## src/rtl/herloa_pkg.sv

```systemverilog
// Shared definitions for the HERLOA approximate-adder family.
// Mode encodings and the elaboration-time segment-width check.
package herloa_pkg;

    localparam logic MODE_EXACT  = 1'b0;
    localparam logic MODE_APPROX = 1'b1;

    // The HERLOA low segment needs bits K-1, K-2 and K-3 to exist.
    function automatic bit k_valid(input int k);
        return k >= 3;
    endfunction

endpackage

```

## src/rtl/herloa_lsb_approx.sv

```systemverilog
// HERLOA approximate low segment: K-bit OR-based sum plus carry into the upper segment.
// Latency: combinational. Backpressure: none (pure function of a, b).
// Used by every approximate-adder variant that shares this low-segment scheme.
module herloa_lsb_approx
    import herloa_pkg::*;
#(
    parameter int K = 8
) (
    input  logic [K-1:0] a,
    input  logic [K-1:0] b,
    output logic [K-1:0] s,
    output logic         cin
);

    logic x;
    logic c0;
    logic d1;

    assign x   = a[K-1] ^ b[K-1];
    assign c0  = a[K-2] & b[K-2];
    assign d1  = c0 & x;
    assign cin = a[K-1] & b[K-1];

    // Bit K-3 follows the same OR-with-D1 rule as the bits below it.
    always_comb begin
        s      = a | b | {K{d1}};
        s[K-1] = x | c0;
        s[K-2] = ~(~x & c0) & (a[K-2] | b[K-2]);
    end

endmodule

```

## src/rtl/herloa_pipe.sv

```systemverilog
// Two-stage HERLOA/exact adder with mismatch flag and saturating error/beat counters.
// Latency: 2 cycles from accepted beat to out_valid; full throughput.
// Backpressure: valid/ready; a stalled output holds, S1 refills only as the output drains.
module herloa_pipe
    import herloa_pkg::*;
#(
    parameter int N     = 16,
    parameter int K     = 8,
    parameter int CNT_W = 16
) (
    input  logic             clk,
    input  logic             rst_n,
    input  logic             in_valid,
    output logic             in_ready,
    input  logic [N-1:0]     in_a,
    input  logic [N-1:0]     in_b,
    input  logic             in_approx,
    output logic             out_valid,
    input  logic             out_ready,
    output logic [N:0]       out_sum,
    output logic             out_approx,
    output logic             out_mismatch,
    output logic [CNT_W-1:0] err_cnt,
    output logic [CNT_W-1:0] beat_cnt,
    input  logic             cnt_clr
);

    generate
        if (!k_valid(K) || N < K + 1) begin : g_bad_params
            $error("herloa_pipe: requires K >= 3 and N >= K+1");
        end
    endgenerate

    localparam logic [CNT_W-1:0] CNT_MAX = '1;

    logic [K-1:0]   lo_apx;
    logic           cin_apx;
    logic [K:0]     lo_ex_full;

    logic           s1_valid;
    logic [K-1:0]   s1_lo_apx;
    logic [K-1:0]   s1_lo_ex;
    logic           s1_cin_apx;
    logic           s1_cin_ex;
    logic [N-K-1:0] s1_a_hi;
    logic [N-K-1:0] s1_b_hi;
    logic           s1_approx;

    logic           s1_advance;
    logic           in_fire;
    logic           out_fire;
    logic [N-K:0]   up_apx;
    logic [N-K:0]   up_ex;
    logic [N:0]     sum_apx;
    logic [N:0]     sum_ex;

    herloa_lsb_approx #(.K(K)) u_lsb (
        .a   (in_a[K-1:0]),
        .b   (in_b[K-1:0]),
        .s   (lo_apx),
        .cin (cin_apx)
    );

    assign lo_ex_full = {1'b0, in_a[K-1:0]} + {1'b0, in_b[K-1:0]};

    assign s1_advance = ~out_valid | out_ready;
    assign in_ready   = ~s1_valid | s1_advance;
    assign in_fire    = in_valid & in_ready;
    assign out_fire   = out_valid & out_ready;

    always_ff @(posedge clk or negedge rst_n) begin
        if (!rst_n) begin
            s1_valid   <= 1'b0;
            s1_lo_apx  <= '0;
            s1_lo_ex   <= '0;
            s1_cin_apx <= 1'b0;
            s1_cin_ex  <= 1'b0;
            s1_a_hi    <= '0;
            s1_b_hi    <= '0;
            s1_approx  <= MODE_EXACT;
        end else if (in_ready) begin
            s1_valid <= in_valid;
            if (in_valid) begin
                s1_lo_apx  <= lo_apx;
                s1_lo_ex   <= lo_ex_full[K-1:0];
                s1_cin_apx <= cin_apx;
                s1_cin_ex  <= lo_ex_full[K];
                s1_a_hi    <= in_a[N-1:K];
                s1_b_hi    <= in_b[N-1:K];
                s1_approx  <= in_approx;
            end
        end
    end

    // Both upper adds run side by side so the compare needs no extra stage.
    assign up_apx  = {1'b0, s1_a_hi} + {1'b0, s1_b_hi} + {{(N-K){1'b0}}, s1_cin_apx};
    assign up_ex   = {1'b0, s1_a_hi} + {1'b0, s1_b_hi} + {{(N-K){1'b0}}, s1_cin_ex};
    assign sum_apx = {up_apx, s1_lo_apx};
    assign sum_ex  = {up_ex, s1_lo_ex};

    always_ff @(posedge clk or negedge rst_n) begin
        if (!rst_n) begin
            out_valid    <= 1'b0;
            out_sum      <= '0;
            out_approx   <= MODE_EXACT;
            out_mismatch <= 1'b0;
        end else if (s1_advance) begin
            out_valid <= s1_valid;
            if (s1_valid) begin
                out_sum      <= (s1_approx == MODE_APPROX) ? sum_apx : sum_ex;
                out_approx   <= s1_approx;
                out_mismatch <= (s1_approx == MODE_APPROX) && (sum_apx != sum_ex);
            end
        end
    end

    always_ff @(posedge clk or negedge rst_n) begin
        if (!rst_n) begin
            err_cnt  <= '0;
            beat_cnt <= '0;
        end else if (cnt_clr) begin
            err_cnt  <= '0;
            beat_cnt <= '0;
        end else if (out_fire) begin
            if (out_approx == MODE_APPROX && beat_cnt != CNT_MAX) beat_cnt <= beat_cnt + 1'b1;
            if (out_mismatch && err_cnt != CNT_MAX) err_cnt <= err_cnt + 1'b1;
        end
    end

endmodule
```

## config.mk

```make
export PLATFORM = sky130hd
export DESIGN_NAME = herloa_pipe
export DESIGN_NICKNAME = d
export VERILOG_FILES = /design/src/rtl/herloa_pkg.sv /design/src/rtl/herloa_lsb_approx.sv /design/src/rtl/herloa_pipe.sv
export SDC_FILE = /design/constraint.sdc
export NUM_CORES = 1
export LEC_CHECK = 0
export CAP_MARGIN = 40
export CORE_ASPECT_RATIO = 1.4
export CORE_MARGIN = 3
export CORE_UTILIZATION = 57
export CTS_CLUSTER_SIZE = 10
export DETAILED_ROUTE_END_ITERATION = 16
export GPL_TIMING_DRIVEN = 1
export PLACE_DENSITY_LB_ADDON = 0.1
export SLEW_MARGIN = 20
export SYNTH_ARGS = -nofsm -noshare
export SYNTH_HDL_FRONTEND = slang
export SYNTH_SLANG_ARGS = --single-unit
```

## constraint.sdc

```tcl
create_clock -name clk -period 3.7 [get_ports clk]
set_clock_uncertainty 0.15 [all_clocks]
set_input_delay 0.925 -clock clk [delete_from_list [all_inputs] [get_ports clk]]
set_output_delay 0.925 -clock clk [all_outputs]
set_load 0.05 [all_outputs]
```

==> reports/metrics.cfg, run 1 <==
[run_status]
status=complete, no violations

[clocking]
clockBufferDepth=2
cts_resized=0
clock_sinks=88
clkSlewWorstSetupHoldPaths_ps=60
cts_hold_buf=0
cts_tree=yes
cts_buffers=9
postCtsSetupBuffers=0
ctsRootBufferMaster=clkbuf_16
ctsHtreeMaxLevel=3
worstSkewPairLatency_ps=340

[drt]
highest_layer=met4
drtIter0Drc=205
wl_met2_um=5240
routed_wl_um=10350
drc=0
postRouteAntennaNets=0
vias=4063
dr.pass1.iters=5
wl_met3_um=481
viasPerCell=5.535
wirelength_met1_um=4335
post_drt_wl_per_cell_um=14.10

[floorplanning]
die_w_um=84.23
start_util_pct=59.22
boundaryPins=91
die_area_um2=9730
fp-row-count=39
coreArea_um2=8247
fp.dieH_um=115.5

[worst_setup_path]
crit_path_top_delay_cell=clkdlybuf4s50_1
worstPathArrival_ps=1890
max_stage_delay_ps=440
worst-setup-path-type=primary input to output pin
startpoint=out_ready
crit_path_max_fanout=4
worst-path-stages=3
end_kind=output pin
rr_worst_depth=8
crit_end=in_ready
startpoint_type=primary input
r2r_end=out_sum[15]$_DFFE_PN0P_
worst-path-buf-inv=2
cp.required_ps=2620
r2r_slack_ps=990
crit_family=buffers and inverters
reg2reg_from=s1_a_hi[0]$_DFFE_PN0P_
path_cells=clkdlybuf4s50_1, nand3b_1, buf_4

[finish]
fillers=592
fin_nets=696
syn_to_final_growth_pct=26.62
n_antenna_cell=0
drive_gt1_share_pct=4.430

[timing]
hold_violations=0
finalMaxSlewViolations=0
period_minus_slack_ps=2964
worst_slew_margin_rel_pct=51.93
worstMarginPinSlew_ps=721.0
rsz0062_at_grt=no
finalSetupViolations=0
fin_tns_setup_ps=0
fmaxAchievable_mhz=337.4
fin_crit_sh_pct=80.11

[power]
power_frac_comb_pct=33.3
p_seq_share_pct=39.0
intPower_mw=1.965
p_per_area_nw_per_um2=499.5
leakagePower_nw=2.765
p_sw_mw=1.124
p_sw_share_pct=36.40
ir_worst_vdd_v=0.0003179
clkPwrFrac_pct=27.7
power_mw=3.089

[logic_synthesis]
ys_ff_latch=88
yosys.cell_types.count=45
synth_area_um2=4883
yosys-mux-area-fraction_pct=2.921
synthCells=538
synth_fp_nets=607
syn_avg_cell_area_um2=9.077
synthFlopType=dfrtp_1
yosysWarnings=0
synth_xor_area_share_pct=8.967
synth_fa_ha_area_share_pct=8.250
synth_top_family_by_area=simple AND/OR/NAND/NOR gates
synth-compound-area-share_pct=10.04
synth_edf_count=0
synthArstFlopShare_pct=100.0
synth_simple_gate_area_share_pct=21.50
ys_seq_area_share_pct=45.09

[global_route]
antenna_found_initial=0
grt_pass1_vias=3747
grt-ovfl-total=0
grt_pass1_wl_um=16970
grt_max_degree=48
grt_use_total_pct=21.62

[placed_design]
io_buffers=90
gp_congestion=0.8543
place_hpwl_um=7665

[job]
drv_cap=0

[hold_path]
hold_start=out_sum[5]$_DFFE_PN0P_
hp-class=flop to flop

==> kinds of logic after synthesis <==
logic type | count (synthesis)
AO/OA/AOI/OAI | 78
XOR/XNOR | 50
adder cells (fa/ha/maj) | 31
buffers and inverters | 42
flip-flops | 88
multiplexers | 14
AND/OR/NAND/NOR | 235
==> layer usage <==
layer	vias to the layer above	track usage, %
li1	2009	-
met1	1912	25.62
met2	117	38.15
met3	25	4.196
met4	0	9.657
met5	-	0
==> worst min-delay path, cell delays in order, from the launching register on <==
cell	delay, ps
dfrtp_1	340
nand2_1	50
o21ai_0	60
==> Yosys cell counts, types with 2 or more instances <==
| cell | instances | share of area [%] |
|---|---|---|
| a22oi_1 | 2 | 0.31 |
| nand2b_1 | 4 | 0.51 |
| o31ai_1 | 3 | 0.46 |
| xor2_1 | 28 | 5.0 |
| nor2_1 | 54 | 4.2 |
| inv_1 | 25 | 1.9 |
| o21a_1 | 4 | 0.61 |
| o21ai_0 | 32 | 3.3 |
| nand3_1 | 14 | 1.4 |
| fa_1 | 2 | 0.82 |
| a211o_1 | 2 | 0.36 |
| nor4_1 | 7 | 0.90 |
| mux2_2 | 2 | 0.46 |
| nor3b_1 | 3 | 0.46 |
| nor2b_1 | 4 | 0.51 |
| a211oi_1 | 3 | 0.46 |
| a21oi_1 | 12 | 1.2 |
| nor3_1 | 7 | 0.72 |
| mux2i_1 | 12 | 2.5 |
| a31oi_1 | 9 | 1.2 |
| and3_1 | 5 | 0.64 |
| clkbuf_1 | 16 | 1.2 |
| a21o_1 | 4 | 0.61 |
| xnor2_1 | 22 | 3.9 |
| nand4_1 | 12 | 1.5 |
| dfrtp_1 | 88 | 45 |
| or3_1 | 4 | 0.51 |
| nand4b_1 | 2 | 0.36 |
| nand2_1 | 112 | 8.6 |
| ha_1 | 29 | 7.4 |
==> registers in the layout (all words and copies together) (netlist names) <==
name          flops
out_valid         1
s1_lo_ex          8
out_approx        1
s1_cin_apx        1
s1_valid          1
out_sum          17
err_cnt          16
s1_cin_ex         1
s1_approx         1
s1_lo_apx         8
beat_cnt         16
s1_b_hi           8
out_mismatch      1
s1_a_hi           8
==> worst min-delay path by stage <==
| stage | endpoint | cells after the start |
|---|---|---|
| 2_1_floorplan | s1_b_hi[0]$_DFFE_PN0P_ | 2 |
| 3_3_place_gp | out_sum[8]$_DFFE_PN0P_ | 2 |
| 3_5_place_dp | s1_a_hi[4]$_DFFE_PN0P_ | 2 |
| 4_1_cts | out_sum[5]$_DFFE_PN0P_ | 2 |
| 5_1_grt | s1_a_hi[5]$_DFFE_PN0P_ | 2 |
| 6_report | out_sum[5]$_DFFE_PN0P_ | 2 |
==> placed cells by master (no fill, tap or decap), types with 5 or more instances in the layout <==
| cell type | synthesis | final |
|---|---|---|
| nor3_1 | 7 | 7 |
| a21oi_1 | 12 | 12 |
| nor4_1 | 7 | 7 |
| xor2_1 | 28 | 28 |
| nor2_1 | 54 | 54 |
| mux2i_1 | 12 | 12 |
| nand3_1 | 14 | 14 |
| xnor2_1 | 22 | 22 |
| clkdlybuf4s50_1 | 0 | 88 |
| nand4_1 | 12 | 12 |
| a31oi_1 | 9 | 9 |
| buf_4 | 0 | 6 |
| and3_1 | 5 | 5 |
| inv_1 | 25 | 25 |
| dfrtp_1 | 88 | 88 |
| nand2_1 | 112 | 112 |
| ha_1 | 29 | 29 |
| clkbuf_16 | 0 | 9 |
| o21ai_0 | 32 | 32 |
==> power by group through the flow <==
stage                     clock, mW  sequential (mW)  combinational [mW]
after detailed placement          0             1.22                1.03
after floorplan                   0             1.46               0.442
after CTS                     0.871             1.21                1.04
after global placement            0             1.22                1.00
after global routing          0.914             1.22                1.12
final                         0.855             1.20                1.03
==> area by class of cell <==
cell class	instances	area (um^2)	area share, %
Multi-Input combinational cell	408	2524	40.81
Sequential cell	88	2202	35.61
Timing Repair Buffer	95	953.4	15.42
Clock buffer	10	239.0	3.865
Tap cell	102	127.6	2.064
Inverter	25	93.84	1.518
Clock inverter	6	43.79	0.7082
==> per-stage QoR <==
stage	hold WS [ps]	utilization (%)	instance area [um^2]	instances	setup WS [ps]
4_1_cts	333.5	74.98	6183	734	752.3
3_5_place_dp	319.5	71.55	5901	718	425.6
3_3_place_gp	311.6	71.22	5873	717	506.3
6_report	326.5	74.98	6183	734	735.8
5_1_grt	359.3	74.98	6183	734	646.3
2_1_floorplan	299.7	-	4883	538	1031
Note: power is estimated with default switching activity, not from simulation.
==> run 2: changes to the inputs <==
--- a/config.mk
+++ b/config.mk
@@ -8,7 +8,7 @@
 export CAP_MARGIN = 40
 export CORE_ASPECT_RATIO = 1.4
 export CORE_MARGIN = 3
-export CORE_UTILIZATION = 57
+export CORE_UTILIZATION = 53
 export CTS_CLUSTER_SIZE = 10
 export DETAILED_ROUTE_END_ITERATION = 16
 export GPL_TIMING_DRIVEN = 1
==> constraint.sdc (replaced) <==
create_clock -name clk -period 2.8 [get_ports clk]
set_clock_uncertainty 0.15 [all_clocks]
set_input_delay 0.7 -clock clk [delete_from_list [all_inputs] [get_ports clk]]
set_output_delay 0.7 -clock clk [all_outputs]
set_load 0.05 [all_outputs]
==> run 2 against run 1 <==
Net effect: final cell count grew 1.5%; clock power grew 38%; sequential share of layout area shrank 0.49 points; die area grew 7.1%; routed wire length shrank 3.1%; non-clock buffer count grew 8; count of clock-buffer cells in the layout grew 1; hold slack lost 180 ps; design area grew 1.4%; sequential cell count is the same; core utilization shrank 3.4 points; total power grew 34%.
==> reports/metrics.cfg, run 2 (synthesis results as in run 1) <==
[drt]
post_drt_wl_per_cell_um=13.45
vias=4018
dr.pass1.iters=4
routed_wl_um=10020
viasPerCell=5.393
drc=0
postRouteAntennaNets=0
drtIter0Drc=159

[worst_setup_path]
path_cells=clkdlybuf4s50_1, inv_1, ha_1, nor2b_1, o21ai_0, a21boi_1, o21a_1, o21a_1, o41a_1
crit_path_top_delay_cell=clkdlybuf4s50_1
cp.required_ps=2870
max_stage_delay_ps=490
worstPathArrival_ps=2690
r2r_slack_ps=210
rr_worst_depth=8
worst-setup-path-type=primary input to flop
end_kind=flop
startpoint_type=primary input
cp_common_cell=o21a_1
crit_path_max_fanout=2

[floorplanning]
boundaryPins=91
die_w_um=87.13
fp.dieH_um=119.6
start_util_pct=55.76
die_area_um2=10420
fp-row-count=40
coreArea_um2=8758

[timing]
worstMarginPinSlew_ps=588.3
period_minus_slack_ps=2619
fmaxAchievable_mhz=381.8
worst_slew_margin_rel_pct=60.42
finalMaxSlewViolations=0
hold_violations=0
finalSetupViolations=0
rsz0062_at_grt=no
fin_crit_sh_pct=93.55

[finish]
postLayoutCoreUtil_pct=71.59
fin_nets=704
drive_gt1_share_pct=5.625
largest_register_ffs=17
top_register=out_sum
syn_to_final_growth_pct=28.39
final_common_cell=nand2_1
final_cell_mix=112 x nand2_1, 88 x dfrtp_1, 88 x clkdlybuf4s50_1, 54 x nor2_1, 32 x o21ai_0
reg_top3=out_sum (17), beat_cnt (16), err_cnt (16)
n_antenna_cell=0

[power]
leakagePower_nw=2.799
ir_worst_vdd_v=0.0005155
p_per_area_nw_per_um2=661.2
power_mw=4.146

[global_route]
grt-busiest-layer=met2
use_met1_pct=25.90
antenna_found_initial=0
grt_pass1_vias=3907
grt-ovfl-total=0
grt_pass1_wl_um=17340
grt_max_degree=57
met2_usage_pct=33.89
met3_usage_pct=3.091
grt_use_total_pct=20.50

[clocking]
cts_tree=yes
clock_sinks=88
ctsRootBufferMaster=clkbuf_16
clkSlewWorstSetupHoldPaths_ps=60
worstSkewPairLatency_ps=340
cts_buffers=9
ctsHtreeMaxLevel=3
postCtsSetupBuffers=0
clockBufferDepth=2

[placed_design]
io_buffers=90
gp_congestion=0.8593
place_hpwl_um=7498

[hold_path]
hp-class=primary input to async pin

[run_status]
status=complete, no violations

[job]
drv_cap=0

-- run 2: cell types whose count changed in the layout (fill, tap and decap cells not counted), sizes merged --
cell	change
buf	+8
clkinv	-3
clkbuf	+1
bufinv	+1
inv	-1
clkinvlp	+2
-- run 2: power by group --
group / leakage (nW) / internal, mW / switching [mW]
Clock: 0.132 / 0.690 / 0.488
Combinational: 1.55 / 0.538 / 0.850
Sequential: 1.11 / 1.45 / 0.132
-- run 2: critical path, delay by kind of cell --
kind                       cells  cell delay [ps]
and+or+nand+nor                1              130
adders and majority gates      1              290
AOI/OAI and AO/OA              5             1030
buffers and inverters          2              540
-- run 2: layout make-up --
cell class	instances	area (um^2)
Multi-Input combinational cell	408	2534
Fill cell	702	2489
Sequential cell	88	2202
Timing Repair Buffer	103	1018
Clock buffer	11	232.7
Tap cell	105	131.4
Inverter	25	93.84
Clock inverter	5	57.56
-- run 2: worst paths after layout --
| kind | start | end |
|---|---|---|
| max | in_a[2] | s1_cin_ex$_DFFE_PN0P_ |
| min | rst_n | beat_cnt[3]$_DFFE_PN0P_ |
| max reg2reg | s1_a_hi[0]$_DFFE_PN0P_ | out_sum[15]$_DFFE_PN0P_ |
| min reg2reg | out_sum[4]$_DFFE_PN0P_ | out_sum[4]$_DFFE_PN0P_ |
| max in group asynchronous | rst_n | s1_lo_ex[1]$_DFFE_PN0P_ |
| min in group clk | out_sum[4]$_DFFE_PN0P_ | out_sum[4]$_DFFE_PN0P_ |
-- run 2: timing repair --
action | 4_1_cts | 5_1_grt
gates resized for setup | 0 | 3
hold buffers | 0 | 0
endpoints found under the setup margin | 0 | 3
-- run 2: stage by stage --
| step | TNS (ps) | cells | worst slack (ps) | hold WS (ps) | area, um^2 |
|---|---|---|---|---|---|
| 3_5_place_dp | -449.6 | 729 | -187.1 | 317.8 | 5969 |
| 6_report | 0 | 745 | 180.7 | 146.6 | 6270 |
| 4_1_cts | 0 | 745 | 28.84 | 158.0 | 6260 |
| 2_1_floorplan | 0 | 538 | 321.8 | 254.4 | 4883 |
| 5_1_grt | 0 | 745 | 64.56 | 184.7 | 6270 |
| 3_3_place_gp | -327.6 | 729 | -154.7 | 311.6 | 5969 |
-- run 2: layer usage --
layer	wire length (um)	vias up
met5	0	-
met4	268	0
met3	467	20
met2	4835	92
met1	4451	1880
li1	-	2026
==> run 3: changes to the inputs <==
--- a/config.mk
+++ b/config.mk
@@ -7,7 +7,7 @@
 export LEC_CHECK = 0
 export CAP_MARGIN = 40
 export CORE_ASPECT_RATIO = 1.4
-export CORE_MARGIN = 3
+export CORE_MARGIN = 4
 export CORE_UTILIZATION = 53
 export CTS_CLUSTER_SIZE = 10
 export DETAILED_ROUTE_END_ITERATION = 16
==> run 3 against run 2 <==
Net effect: sequential power is essentially flat; count of clock-buffer cells in the layout stayed put; via count is 0.60% higher; routed wire length up 1.5%; final cell count rose by 0.67%; combinational power barely moved; sequential share of layout area shrank 0.40 points; core utilization down 1.4 points; highest routed layer unchanged; first-iteration DRC count decreased by 2.5%; largest power group unchanged; non-clock buffer count rose by 3.
==> reports/metrics.cfg, run 3 (synthesis results as in run 1) <==
[clocking]
cts_hold_buf=0
worstSkewPairLatency_ps=330
cts_buffers=9
clkSlewWorstSetupHoldPaths_ps=60
cts_resized=0
ctsHtreeMaxLevel=3
cts_tree=yes
clockBufferDepth=2
clock_sinks=88
postCtsSetupBuffers=0
ctsRootBufferMaster=clkbuf_16

[power]
ir_worst_vdd_v=0.0004575
power_mw=4.343
leakagePower_nw=2.852
p_per_area_nw_per_um2=684.8

[finish]
n_antenna_cell=0
multi_input_comb_area_um2=2524
fin_nets=707
final_common_cell=nand2_1
stdcell_area_um2=6341
top_register=out_sum
largest_register_ffs=17
syn_to_final_growth_pct=29.85
final_cell_mix=112 x nand2_1, 88 x dfrtp_1, 88 x clkdlybuf4s50_1, 54 x nor2_1, 32 x o21ai_0
instances_no_fill=750
seq_area_um2=2202
fillers=693
drive_gt1_share_pct=5.910
reg_top3=out_sum (17), beat_cnt (16), err_cnt (16)

[global_route]
grt_max_degree=68
antenna_found_initial=0
grt_pass1_vias=3981
grt_pass1_wl_um=17180
grt_use_total_pct=19.94
grt-ovfl-total=0

[placed_design]
dpl_cell_area_um2=5974
dp_cells=733
gp_congestion=0.8577
pre_cts_ws_ps=-205.4
place_hpwl_um=7724
io_buffers=90

[timing]
hold_violations=0
fin_crit_sh_pct=94.64
finalSetupViolations=0
fin_ws_ps=150.2
worst_slew_margin_rel_pct=63.79
rsz0062_at_grt=no
finalMaxSlewViolations=0
fmaxAchievable_mhz=377.4
fin_tns_setup_ps=0
period_minus_slack_ps=2650
worstMarginPinSlew_ps=541.5

[worst_setup_path]
worstPathArrival_ps=2710
worst-setup-path-type=primary input to flop
end_kind=flop
startpoint_type=primary input
rr_worst_depth=8
crit_path_max_fanout=2
r2r_slack_ps=220
cp.required_ps=2860
reg2reg_from=s1_a_hi[0]$_DFFE_PN0P_
r2r_end=out_sum[13]$_DFFE_PN0P_

[drt]
drc=0
vias=4042
routed_wl_um=10170
post_drt_wl_per_cell_um=13.57
dr.pass1.iters=4
postRouteAntennaNets=0
viasPerCell=5.389
drtIter0Drc=155

[floorplanning]
boundaryPins=91
start_util_pct=54.09
die_w_um=89.13
fp.dieH_um=121.6
coreArea_um2=9029
fp-row-count=41
die_area_um2=10840

[hold_path]
hp-class=primary input to async pin

[run_status]
status=complete, no violations

[job]
drv_cap=0

-- run 3: layout make-up --
| class | count | share of cell area, % |
|---|---|---|
| inverters | 25 | 1.480 |
| clock inverters | 5 | 1.638 |
| multi-input cells | 408 | 39.80 |
| repair buffers | 106 | 16.42 |
| well taps | 107 | 2.111 |
| clock buffers | 11 | 3.828 |
| flip-flops and latches | 88 | 34.73 |
-- run 3: worst max path at each step --
stage / slack [ps] / startpoint / endpoint / depth (start not counted)
after CTS: 100 / in_b[0] / s1_lo_ex[6]$_DFFE_PN0P_ / 10
after global routing: 7 / in_a[0] / s1_cin_ex$_DFFE_PN0P_ / 10
after global placement: -140 / in_a[2] / s1_cin_ex$_DFFE_PN0P_ / 9
final: 150 / in_a[0] / s1_cin_ex$_DFFE_PN0P_ / 10
after floorplan: 320 / s1_a_hi[0]$_DFFE_PN0P_ / out_sum[15]$_DFFE_PN0P_ / 8
after detailed placement: -210 / in_b[0] / s1_lo_ex[6]$_DFFE_PN0P_ / 10
-- run 3: per-stage QoR --
step / utilization (%) / hold slack [ps]
2_1_floorplan: - / 254.4
3_3_place_gp: 66.17 / 312.1
3_5_place_dp: 66.17 / 318.9
4_1_cts: 70.01 / 332.9
5_1_grt: 70.23 / 161.3
6_report: 70.23 / 134.1
-- run 3: layer usage --
layer | GRT usage, % | vias up | wire [um]
met2 | 34.69 | 92 | 5194
li1 | - | 2023 | -
met1 | 24.22 | 1908 | 4274
met3 | 2.503 | 19 | 476
met5 | 0 | - | 0
met4 | 8.845 | 0 | 229
-- run 3: worst max-delay path, cell delays in order --
cell             delay [ps]
clkdlybuf4s50_1         420
ha_1                    230
inv_1                    90
fa_1                    200
nor2b_1                  50
o21ai_0                 210
a21boi_1                120
o21a_1                  190
o21a_1                  180
o41a_1                  300
-- run 3: power by group --
part | internal, mW | switching [mW]
registers | 1.45 | 0.130
clock network | 0.896 | 0.477
logic | 0.541 | 0.849
